$ cat src/rtl/fetch_ctrl_pkg.sv
// Shared definitions for the fetch front-end sequencer: state encodings,
// the NOP pattern loaded on flush and the default boot address.
package fetch_ctrl_pkg;

  typedef enum logic [1:0] {
    ST_RUN     = 2'd0,
    ST_MISS    = 2'd1,
    ST_RECOVER = 2'd2
  } fetch_state_e;

  localparam logic [31:0] NOP_INSTR        = 32'h0000_0000;
  localparam logic [31:0] DEFAULT_RESET_PC = 32'hBFC0_0000;
  localparam logic [31:0] PC_STEP          = 32'd4;

  // Wraps modulo 2^32, so 32'hFFFF_FFFC advances to 0.
  function automatic logic [31:0] next_seq_pc(input logic [31:0] pc);
    return pc + PC_STEP;
  endfunction

endpackage

$ cat src/rtl/sat_counter.sv
// Event counter that sticks at all-ones instead of wrapping.
// Synchronous clear has priority over increment.
module sat_counter #(
  parameter int W = 8
) (
  input  logic         clk_i,
  input  logic         rst_ni,
  input  logic         clr_i,
  input  logic         inc_i,
  output logic [W-1:0] q_o
);

  logic [W-1:0] cnt_q;
  logic [W-1:0] cnt_d;

  always_comb begin
    cnt_d = cnt_q;
    if (clr_i) begin
      cnt_d = '0;
    end else if (inc_i && (cnt_q != {W{1'b1}})) begin
      cnt_d = cnt_q + W'(1);
    end
  end

  always_ff @(posedge clk_i or negedge rst_ni) begin
    if (!rst_ni) begin
      cnt_q <= '0;
    end else begin
      cnt_q <= cnt_d;
    end
  end

  assign q_o = cnt_q;

endmodule

$ cat src/rtl/fetch_seq_ctrl.sv
// Front-end sequencer: owns the fetch PC and drives Mealy stall/flush controls
// for the IF stage and the D1/D2 pipeline registers; keeps perf counters.
module fetch_seq_ctrl
  import fetch_ctrl_pkg::*;
#(
  parameter logic [31:0] RESET_PC     = DEFAULT_RESET_PC,
  parameter int          MISS_TIMEOUT = 64,
  parameter int          CNT_W        = 32
) (
  input  logic             CLK,
  input  logic             RESET,
  input  logic             IMISS,
  input  logic             IREADY,
  input  logic             ID_STALL,
  input  logic             MISPREDICT,
  input  logic [31:0]      CORRECT_PC,
  input  logic             PRED_TAKEN,
  input  logic [31:0]      PRED_TARGET,
  output logic [31:0]      FETCH_PC,
  output logic             STALL_IF,
  output logic             STALL_D1,
  output logic             STALL_D2,
  output logic             FLUSH_D1,
  output logic             FLUSH_D2,
  output logic [1:0]       STATE,
  output logic             MISS_ERR,
  output logic [CNT_W-1:0] STALL_CNT,
  output logic [CNT_W-1:0] FLUSH_CNT
);

  localparam int            MW        = $clog2(MISS_TIMEOUT + 1);
  localparam logic [MW-1:0] MISS_LAST = MW'(MISS_TIMEOUT - 1);

  fetch_state_e  state_q, state_d;
  logic [31:0]   pc_q, pc_d;
  logic          ready_pend_q, ready_pend_d;
  logic          miss_err_q, miss_err_d;
  logic [MW-1:0] miss_cnt;
  logic          miss_clr, miss_inc;
  logic          stall_if, stall_d1, stall_d2;
  logic          flush_d1, flush_d2;

  // Mispredict overrides everything; otherwise each state applies its own
  // ID_STALL > miss > prediction > sequential ordering.
  always_comb begin
    state_d      = state_q;
    pc_d         = pc_q;
    ready_pend_d = ready_pend_q;
    miss_clr     = 1'b0;
    miss_inc     = 1'b0;
    stall_if     = 1'b0;
    stall_d1     = 1'b0;
    stall_d2     = 1'b0;
    flush_d1     = 1'b0;
    flush_d2     = 1'b0;

    if (MISPREDICT) begin
      pc_d         = CORRECT_PC;
      flush_d1     = 1'b1;
      flush_d2     = 1'b1;
      ready_pend_d = 1'b0;
      miss_clr     = 1'b1;
      state_d      = ST_RECOVER;
    end else begin
      unique case (state_q)
        ST_RUN: begin
          if (ID_STALL) begin
            stall_if = 1'b1;
            stall_d1 = 1'b1;
            stall_d2 = 1'b1;
          end else if (IMISS) begin
            // Bubble into D1 while D2 drains; PC stays on the missing line.
            stall_if = 1'b1;
            flush_d1 = 1'b1;
            miss_clr = 1'b1;
            state_d  = ST_MISS;
          end else begin
            pc_d = PRED_TAKEN ? PRED_TARGET : next_seq_pc(pc_q);
          end
        end

        ST_MISS: begin
          stall_if = 1'b1;
          miss_inc = 1'b1;
          if (ID_STALL) begin
            stall_d1 = 1'b1;
            stall_d2 = 1'b1;
          end else begin
            flush_d1 = 1'b1;
          end
          if (IREADY) begin
            ready_pend_d = 1'b1;
          end
          // A refill that lands under a decode hold is remembered until the hold drops.
          if ((IREADY || ready_pend_q) && !ID_STALL) begin
            ready_pend_d = 1'b0;
            state_d      = ST_RUN;
          end
        end

        ST_RECOVER: begin
          flush_d1 = 1'b1;
          state_d  = ST_RUN;
          if (ID_STALL) begin
            stall_if = 1'b1;
            stall_d2 = 1'b1;
          end else begin
            pc_d = next_seq_pc(pc_q);
          end
        end

        default: begin
          state_d = ST_RUN;
        end
      endcase
    end
  end

  assign miss_err_d = miss_err_q | (miss_inc && (miss_cnt >= MISS_LAST));

  always_ff @(posedge CLK or negedge RESET) begin
    if (!RESET) begin
      state_q      <= ST_RUN;
      pc_q         <= RESET_PC;
      ready_pend_q <= 1'b0;
      miss_err_q   <= 1'b0;
    end else begin
      state_q      <= state_d;
      pc_q         <= pc_d;
      ready_pend_q <= ready_pend_d;
      miss_err_q   <= miss_err_d;
    end
  end

  sat_counter #(.W(MW)) u_miss_cnt (
    .clk_i  (CLK),
    .rst_ni (RESET),
    .clr_i  (miss_clr),
    .inc_i  (miss_inc),
    .q_o    (miss_cnt)
  );

  sat_counter #(.W(CNT_W)) u_stall_cnt (
    .clk_i  (CLK),
    .rst_ni (RESET),
    .clr_i  (1'b0),
    .inc_i  (stall_if),
    .q_o    (STALL_CNT)
  );

  sat_counter #(.W(CNT_W)) u_flush_cnt (
    .clk_i  (CLK),
    .rst_ni (RESET),
    .clr_i  (1'b0),
    .inc_i  (flush_d1 | flush_d2),
    .q_o    (FLUSH_CNT)
  );

  assign FETCH_PC = pc_q;
  assign STATE    = state_q;
  assign MISS_ERR = miss_err_q;
  assign STALL_IF = stall_if;
  assign STALL_D1 = stall_d1;
  assign STALL_D2 = stall_d2;
  assign FLUSH_D1 = flush_d1;
  assign FLUSH_D2 = flush_d2;

endmodule

$ cat config.mk
export PLATFORM = sky130hd
export DESIGN_NAME = fetch_seq_ctrl
export DESIGN_NICKNAME = d
export VERILOG_FILES = /design/src/rtl/fetch_ctrl_pkg.sv /design/src/rtl/sat_counter.sv /design/src/rtl/fetch_seq_ctrl.sv
export SDC_FILE = /design/constraint.sdc
export NUM_CORES = 1
export LEC_CHECK = 0
export ABC_AREA = 1
export CELL_PAD_IN_SITES_DETAIL_PLACEMENT = 2
export CELL_PAD_IN_SITES_GLOBAL_PLACEMENT = 2
export CORE_MARGIN = 2
export CORE_UTILIZATION = 25
export DETAILED_ROUTE_END_ITERATION = 12
export PLACE_DENSITY = 0.81
export SLEW_MARGIN = 5
export SYNTH_ARGS = -nofsm -noshare
export SYNTH_HDL_FRONTEND = slang
export SYNTH_SLANG_ARGS = --single-unit
$ cat constraint.sdc
create_clock -name CLK -period 1.5 [get_ports CLK]
set_clock_uncertainty 0.05 [all_clocks]
set_input_delay 0.15 -clock CLK [delete_from_list [all_inputs] [get_ports CLK]]
set_output_delay 0.15 -clock CLK [all_outputs]
set_load 0.01 [all_outputs]
==> impl_metrics.env, run 1 <==
export IMPL_status="finished, violations left"
export IMPL_violations="setup timing"
export IMPL_clk_path_buf_depth=2
export IMPL_grt_usage=0.345
export IMPL_synth_seq_area_share=0.358
export IMPL_fin_crit_ns=2.15
export IMPL_ant_nets=0
export IMPL_synth_edf_count=0
export IMPL_cp_top_family="simple AND/OR/NAND/NOR gates"
export IMPL_critPathLaunch="STATE[0]"
export IMPL_dieWidth_um=177
export IMPL_r2r_start="STATE[0]"
export IMPL_remaining_drc_errors=0
export IMPL_synth_top_area_share=0.327
export IMPL_peakVddDrop_mv=1.21
export IMPL_crit_required_ns=1.75
export IMPL_clk_pin_slew_ns=0.09
export IMPL_syn_area_um2=7510
export IMPL_reg2reg_to="FETCH_PC[25]"
export IMPL_powerDensity_nw_per_um2=863
export IMPL_setup_violations_final=140
export IMPL_yosys_warnings=0
export IMPL_port_buffer_count=174
export IMPL_antenna_found_initial=0
export IMPL_worstPathMaxFanout=17
export IMPL_async_flop_share=1.00
export IMPL_drtPass1Iterations=5
export IMPL_drt_wl_total_mm=67.1
export IMPL_crit_chain="inv_4 -> nand2_8 -> nand2_8 -> buf_12 -> buf_12 -> nor2_1 -> nor2_1 -> nand2_2 -> a21oi_2"
export IMPL_avgRoutedWirePerCell_um=32.8
export IMPL_dp_cells=1903
export IMPL_die_area_um2=31400
export IMPL_grt_pass1_vias=12398
export IMPL_dp_slack_ns=-0.505
export IMPL_place_gp_congestion=0.821
export IMPL_initial_core_util=0.253
export IMPL_num_io_pins=175
export IMPL_fp_coreArea_um2=29600
export IMPL_crit_path_end="FETCH_PC[25]"
export IMPL_finalPower_mw=13.6
export IMPL_synth_top_flop_cell="dfrtp_1"
export IMPL_tightest_slew_ns=0.431
export IMPL_synth_cells=1123
export IMPL_cts_tree="yes"
export IMPL_critPathMaxStageDelay_ns=0.48
export IMPL_r2r_cells=9
export IMPL_synth_area_top_cells="dfrtp_1 33%, nand2_1 20%, nor2_1 7.6%"
export IMPL_p_leak_nw=7.82
export IMPL_clock_latency_ns=0.41
export IMPL_slew_viol_final=0
export IMPL_grt_pass1_wl_mm=80.0
export IMPL_numCtsBuffers=9
export IMPL_ys_ff_latch=107
export IMPL_syn_nets=1198
export IMPL_grt_start_max_net_pins=44
export IMPL_cpMaxStageDelayCell="dfrtp_2"
export IMPL_row_count=63
export IMPL_fmax_mhz=465
export IMPL_fin_crit_sh=1.43
export IMPL_worstSetupPathType="flop to flop"
export IMPL_drt_initial_drc_count=671
export IMPL_rsz0062_at_grt="true"
export IMPL_grt_ovfl_total=0
export IMPL_die_y_um=177
export IMPL_viasPerCell=5.50
export IMPL_synth_area_leader_cell="dfrtp_1"
export IMPL_critPathLaunchType="flop"
export IMPL_dp_hpwl_mm=29.5
export IMPL_cts_root_buf="clkbuf_16"
export IMPL_h_tree_depth=3
export IMPL_rrSetupSlack_ns=-0.65
export IMPL_final_net_count=1723
export IMPL_drive_above_1_share=0.568
export IMPL_whs_ns=0.146
export IMPL_antennaDiodeCount=0
export IMPL_cp_depth=9
export IMPL_area_delta_synth_final_pct=110
export IMPL_hold_viol=0
export IMPL_setup_slack_ns=-0.652
export IMPL_fillerInstances=3109
export IMPL_cap_violations=0
export IMPL_hp_class="input pin to async pin"
export IMPL_vias=11241
export IMPL_finalNonFillerCells=2043
export IMPL_syn_avg_cell_area_um2=6.68
export IMPL_arrival_ns=2.40
export IMPL_cp_buffers_inverters=3
export IMPL_crit_path_end_kind="flop"
export IMPL_slew_headroom=0.710
export IMPL_synth_commonest_cells="409 x nand2_1, 151 x nor2_1, 103 x inv_1, 98 x dfrtp_1, 57 x a21oi_1"
export IMPL_ys_types=38
export IMPL_cts_num_sinks=107
export IMPL_yosysMostFrequentCell="nand2_1"
==> power by group <==
| part | switching (mW) | total (mW) | internal [mW] | leakage, nW |
|---|---|---|---|---|
| logic | 3.63 | 6.52 | 2.89 | 6.29 |
| clock network | 1.50 | 3.30 | 1.80 | 0.172 |
| registers | 0.535 | 3.79 | 3.26 | 1.36 |
| total | 5.66 | 13.6 | 7.96 | 7.82 |
==> state kept, by name, summed over array words and instances (netlist names) <==
signal,count
FETCH_PC,32
u_stall_cnt.q_o,32
STATE,2
u_flush_cnt.q_o,32
MISS_ERR,1
u_miss_cnt.q_o,7
ready_pend_q,1
==> layout by cell type, fill, tap and decap left out, drive strengths merged <==
master	count
o21bai	5
o221ai	2
ha	4
nor2	156
nand3	39
clkinv	2
dfrtp	98
clkdlybuf4s15	8
dfstp	9
dlymetal6s2s	1
nand4	10
clkinvlp	2
xnor2	21
o211ai	3
bufinv	4
xor2	38
o21a	12
inv	104
a31oi	1
dlygate4sd3	1
a22oi	5
buf	384
or2	2
clkbuf	23
a21boi	3
nor3	41
clkdlybuf4s50	69
nand2	414
o22ai	3
dlygate4sd2	70
o21ai	49
nand3b	13
a21oi	57
==> per-layer routing <==
| metal | track usage | wire length, µm | up-vias |
|---|---|---|---|
| met2 | 0.641 | 34600 | 585 |
| met5 | 0 | 0 | - |
| met4 | 0.193 | 5310 | 0 |
| met3 | 0.0628 | 3800 | 299 |
| li1 | - | - | 4608 |
| met1 | 0.365 | 23400 | 5749 |
==> what timing repair did <==
action | CTS | global route
resized for setup | 478 | 437
endpoints found under the setup margin | 205 | 136
setup buffers | 79 | 42
endpoints found under the hold margin | 22 | 0
hold buffers | 1 | 0
pin swaps | 80 | 127
gates cloned | 12 | 7
==> cell type report <==
cell class                 instances  area, µm²  share of cell area
clock buffer                       9        225              0.0143
inverter                         105        447              0.0283
clock inverter                     7        140             0.00889
multi-input combinational        878       6590               0.418
timing repair buffer             547       5170               0.328
sequential                       107       2710               0.172
tap                              390        488              0.0309
==> metrics by stage <==
step / instance area, µm² / utilization / setup TNS (ns)
after global routing: 15800 / 0.532 / -46.80
after floorplan: 7670 / - / -5.69
after detailed placement: 11700 / 0.394 / -34.05
after CTS: 13900 / 0.469 / -14.90
final: 15800 / 0.532 / -42.78
after global placement: 11700 / 0.394 / -22.54
==> cell families (layout without fill, tap and decap cells) <==
logic type               after synthesis  count (layout)  synth area share
flip-flops                           107             107             0.358
AND/OR/NAND/NOR                      675             675             0.374
XOR/XNOR                              59              59            0.0688
buffers and inverters                138             668            0.0828
adder cells (fa/ha/maj)                4               4           0.00667
AO/OA/AOI/OAI                        140             140             0.110
==> how the worst min path moves through the flow <==
stage / start / endpoint / slack, ns / depth (start not counted)
CTS: MISPREDICT / STATE[1] / 0.14 / 3
global route: RESET / MISS_ERR / 0.18 / 2
global placement: RESET / MISS_ERR / 0.03 / 1
detailed placement: RESET / ready_pend_q / 0.04 / 1
floorplan: RESET / FETCH_PC[0] / -0.20 / 0
finish: RESET / MISS_ERR / 0.15 / 2
Power figures use the tool's default switching activity.
==> inputs of run 2 (changes only) <==
--- a/config.mk
+++ b/config.mk
@@ -9,10 +9,12 @@
 export CELL_PAD_IN_SITES_DETAIL_PLACEMENT = 2
 export CELL_PAD_IN_SITES_GLOBAL_PLACEMENT = 2
 export CORE_MARGIN = 2
-export CORE_UTILIZATION = 25
+export CORE_UTILIZATION = 31
 export DETAILED_ROUTE_END_ITERATION = 12
+export DONT_BUFFER_PORTS = 1
 export PLACE_DENSITY = 0.81
 export SLEW_MARGIN = 5
 export SYNTH_ARGS = -nofsm -noshare
 export SYNTH_HDL_FRONTEND = slang
+export SYNTH_HIERARCHICAL = 1
 export SYNTH_SLANG_ARGS = --single-unit
==> run 2 against run 1 <==
Effect of this change:
- the run now fails in global routing
- synthesized cell count rose by 12%
- synthesized area rose by 5.5%
==> impl_metrics.env, run 2 <==
export IMPL_synth_edf_count=0
export IMPL_yosysMostFrequentCell="nand2_1"
export IMPL_synth_area_leader_cell="dfrtp_1"
export IMPL_numCtsBuffers=9
export IMPL_cts_num_sinks=107
export IMPL_synthAdderAreaFrac=0.00632
export IMPL_synth_mux_area_frac=0
export IMPL_synth_compound_area_frac=0.0891
export IMPL_syn_area_um2=7920
export IMPL_synth_cells=1254
export IMPL_worst_ep_kind="register data pin"
export IMPL_synth_top_family_by_area="simple AND/OR/NAND/NOR gates"
export IMPL_synth_top_area_share=0.310
export IMPL_error="[ERROR DPL-0033] detailed placement checks failed during check placement."
export IMPL_row_count=58
export IMPL_status="aborted with a tool error"
export IMPL_place_area_um2=10100
export IMPL_synth_simple_area_share=0.461
export IMPL_initial_core_util=0.316
export IMPL_stop_stage="global routing"
export IMPL_port_buffer_count=0
export IMPL_place_gp_congestion=0.873
export IMPL_async_flop_share=1.00
export IMPL_crit_endpoint="FETCH_PC[18]$_DFFE_PN0P_/D"
export IMPL_clk_path_buf_depth=2
export IMPL_num_io_pins=175
export IMPL_synth_seq_area_share=0.339
export IMPL_die_y_um=164
export IMPL_synth_top_flop_cell="dfrtp_1"
export IMPL_antenna_found_initial=7
export IMPL_ys_ff_latch=107
export IMPL_yosys_warnings=6
export IMPL_dieWidth_um=164
export IMPL_cts_root_buf="clkbuf_16"
export IMPL_synth_commonest_cells="470 x nand2_1, 184 x nor2_1, 118 x nand3_1, 103 x inv_1, 98 x dfrtp_1"
export IMPL_synth_area_top_cells="dfrtp_1 31%, nand2_1 22%, nor2_1 8.7%"
export IMPL_dp_hpwl_mm=29.3
export IMPL_grt_start_max_net_pins=108
export IMPL_h_tree_depth=3
export IMPL_dp_slack_ns=-0.570
export IMPL_synth_xor_area_frac=0.0210
export IMPL_syn_avg_cell_area_um2=6.32
export IMPL_ys_types=41
==> run 2: cell families after synthesis <==
kind of cell | after synthesis
compound gates | 127
xor+xnor | 19
fa+ha+maj | 4
buf+inv | 150
flops | 107
other cells | 1
simple gates | 846
==> run 2: timing repair <==
| action | 4_1_cts |
|---|---|
| setup endpoints to repair | 106 |
| buffers inserted | 47 |
| gates resized for setup | 311 |
| gates cloned | 8 |
| hold buffers | 41 |
| endpoints found under the hold margin | 135 |
| pin swaps | 89 |
==> run 2: metrics by stage <==
stage / util / TNS (ns) / cells
floorplan: - / -16.34 / 1263
global placement: 0.404 / -11.55 / 1803
detailed placement: 0.404 / -24.65 / 1803
CTS: 0.497 / -16.37 / 1912
==> inputs of run 3 (changes only) <==
--- a/config.mk
+++ b/config.mk
@@ -6,13 +6,11 @@
 export NUM_CORES = 1
 export LEC_CHECK = 0
 export ABC_AREA = 1
-export CELL_PAD_IN_SITES_DETAIL_PLACEMENT = 2
-export CELL_PAD_IN_SITES_GLOBAL_PLACEMENT = 2
 export CORE_MARGIN = 2
-export CORE_UTILIZATION = 31
+export CORE_UTILIZATION = 40
 export DETAILED_ROUTE_END_ITERATION = 12
 export DONT_BUFFER_PORTS = 1
-export PLACE_DENSITY = 0.81
+export PLACE_DENSITY_LB_ADDON = 0.15
 export SLEW_MARGIN = 5
 export SYNTH_ARGS = -nofsm -noshare
 export SYNTH_HDL_FRONTEND = slang
==> constraint.sdc (replaced) <==
create_clock -name CLK -period 2 [get_ports CLK]
set_clock_uncertainty 0.05 [all_clocks]
set_input_delay 0.2 -clock CLK [delete_from_list [all_inputs] [get_ports CLK]]
set_output_delay 0.2 -clock CLK [all_outputs]
set_load 0.01 [all_outputs]
==> run 3 against run 2 <==
Effect of this change:
- the flow now finishes, with violations (hold timing)
- synthesized area unchanged
- synthesized cell count stayed put
==> impl_metrics.env, run 3 <==
export IMPL_clk_pin_slew_ns=0.08
export IMPL_async_flop_share=1.00
export IMPL_powerDensity_nw_per_um2=578
export IMPL_grt_ovfl_total=0
export IMPL_synth_top_area_share=0.310
export IMPL_dieWidth_um=145
export IMPL_cts_num_sinks=107
export IMPL_setup_violations_final=0
export IMPL_hold_viol=107
export IMPL_grt_usage=0.233
export IMPL_clk_path_buf_depth=2
export IMPL_place_gp_congestion=0.908
export IMPL_ys_types=41
export IMPL_setup_tns_ns=0
export IMPL_yosys_warnings=6
export IMPL_h_tree_depth=3
export IMPL_fmax_mhz=529
export IMPL_p_leak_nw=4.53
export IMPL_synth_top_flop_cell="dfrtp_1"
export IMPL_fin_crit_sh=0.945
export IMPL_arrival_ns=2.12
export IMPL_clock_latency_ns=0.35
export IMPL_crit_path_end_kind="flop"
export IMPL_drtPass1Iterations=5
export IMPL_fp_coreArea_um2=19500
export IMPL_mostFrequentLayoutCell="nand2_1"
export IMPL_drt_initial_drc_count=544
export IMPL_status="finished, violations left"
export IMPL_num_io_pins=175
export IMPL_port_buffer_count=0
export IMPL_tightest_slew_ns=0.676
export IMPL_synth_edf_count=0
export IMPL_worstSetupPathType="flop to flop"
export IMPL_slew_viol_final=0
export IMPL_area_delta_synth_final_pct=17.6
export IMPL_dp_hpwl_mm=17.6
export IMPL_antennaDiodeCount=0
export IMPL_row_count=51
export IMPL_rsz0062_at_grt="false"
export IMPL_die_area_um2=20900
export IMPL_yosysMostFrequentCell="nand2_1"
export IMPL_hp_class="input pin to async pin"
export IMPL_final_net_count=1424
export IMPL_synth_area_top_cells="dfrtp_1 31%, nand2_1 22%, nor2_1 8.7%"
export IMPL_fin_crit_ns=1.89
export IMPL_ys_ff_latch=107
export IMPL_remaining_drc_errors=0
export IMPL_syn_avg_cell_area_um2=6.32
export IMPL_grt_pass1_vias=7482
export IMPL_drive_above_1_share=0.127
export IMPL_cts_root_buf="clkbuf_16"
export IMPL_worstPathMaxFanout=18
export IMPL_slew_headroom=0.548
export IMPL_numCtsBuffers=9
export IMPL_grt_pass1_wl_mm=38.4
export IMPL_crit_required_ns=2.23
export IMPL_cts_tree="yes"
export IMPL_synth_area_leader_cell="dfrtp_1"
export IMPL_antenna_found_initial=0
export IMPL_viasPerCell=5.03
export IMPL_mostFrequentLayoutCells="470 x nand2_1, 182 x nor2_1, 117 x nand3_1"
export IMPL_synth_commonest_cells="470 x nand2_1, 184 x nor2_1, 118 x nand3_1, 103 x inv_1, 98 x dfrtp_1"
export IMPL_grt_start_max_net_pins=108
export IMPL_synth_cells=1254
export IMPL_cap_violations=0
export IMPL_die_y_um=145
export IMPL_post_route_util=0.479
export IMPL_ant_nets=0
export IMPL_hold_buffers=25
export IMPL_peakVddDrop_mv=0.385
export IMPL_synth_seq_area_share=0.339
export IMPL_whs_ns=-0.508
export IMPL_vias=8145
export IMPL_violations="hold timing"
export IMPL_initial_core_util=0.407
export IMPL_drt_wl_total_mm=24.3
export IMPL_critPathLaunchType="flop"
export IMPL_avgRoutedWirePerCell_um=15.0
export IMPL_syn_area_um2=7920
-- run 3: cell counts after synthesis --
Identical to the previous run, type by type.
-- run 3: what timing repair did --
| item | 4_1_cts | 5_1_grt |
|---|---|---|
| gates resized for setup | 0 | 10 |
| endpoints found under the hold margin | 125 | 107 |
| endpoints found under the setup margin | 0 | 47 |
| setup buffers | 0 | 1 |
-- run 3: report_power, final --
group | internal (mW) | switching, mW
Clock | 1.10 | 0.888
Combinational | 0.312 | 0.546
Sequential | 2.30 | 0.235
-- run 3: logic make-up (layout without fill, tap and decap cells) --
group                      after synthesis  in the layout  synth area share
adders and majority gates                4              4           0.00632
DFF                                    107            107             0.339
and+or+nand+nor                        846            846             0.461
buffers and inverters                  150            241            0.0832
xor gates and xnor gates                19             19            0.0210
other                                    1             10          0.000473
AOI/OAI and AO/OA                      127            127            0.0891
-- run 3: area by class of cell --
| type | count | area [µm²] |
|---|---|---|
| fill | 2027 | 10100 |
| multi-input combinational | 1006 | 4630 |
| sequential | 107 | 2690 |
| timing repair buffer | 114 | 922 |
| inverter | 111 | 422 |
| tap | 265 | 332 |
| clock buffer | 10 | 229 |
| clock inverter | 6 | 88.8 |
-- run 3: per-layer routing --
metal	vias up	share of wire	GRT usage
met1	3758	0.46	0.311
met3	20	0.068	0.0612
met2	215	0.45	0.380
li1	4152	-	-
met5	-	0	0
met4	0	0.014	0.0572
-- run 3: final timing paths --
check | start | slack, ns | endpoint | cells after the start
worst max-delay path | STATE[1] | 0.11 | FETCH_PC[21] | 7
worst min-delay path | RESET | -0.51 | u_miss_cnt/q_o[6] | 0
worst max register to register | STATE[1] | 0.11 | FETCH_PC[21] | 7
worst min register to register | MISS_ERR | 0.49 | MISS_ERR | 1
max in group asynchronous | RESET | 2.15 | FETCH_PC[26] | 0
min in group CLK | PRED_TARGET[24] | 0.01 | FETCH_PC[24] | 4
-- run 3: through the flow --
| stage | instance area (µm²) | setup slack [ns] | instances | power [mW] | hold WS [ns] |
|---|---|---|---|---|---|
| finish | 9310 | 0.111 | 1619 | 5.38 | -0.508 |
| global route | 9310 | 0.000858 | 1619 | 5.68 | -0.538 |
| CTS | 9280 | 0.0363 | 1618 | 5.44 | -0.531 |
| detailed placement | 8710 | 0.0547 | 1577 | 3.36 | -0.140 |
| global placement | 8710 | 0.119 | 1577 | 3.35 | -0.140 |
| floorplan | 7960 | -0.0118 | 1263 | 3.16 | -0.146 |
-- run 3: critical path: stages (launching register included) --
cell	delay [ns]
dfrtp_1	0.44
inv_2	0.08
nand2_1	0.08
a31oi_4	0.19
buf_6	0.21
a21oi_1	0.05
dlygate4sd3_1	0.56
a21oi_1	0.14
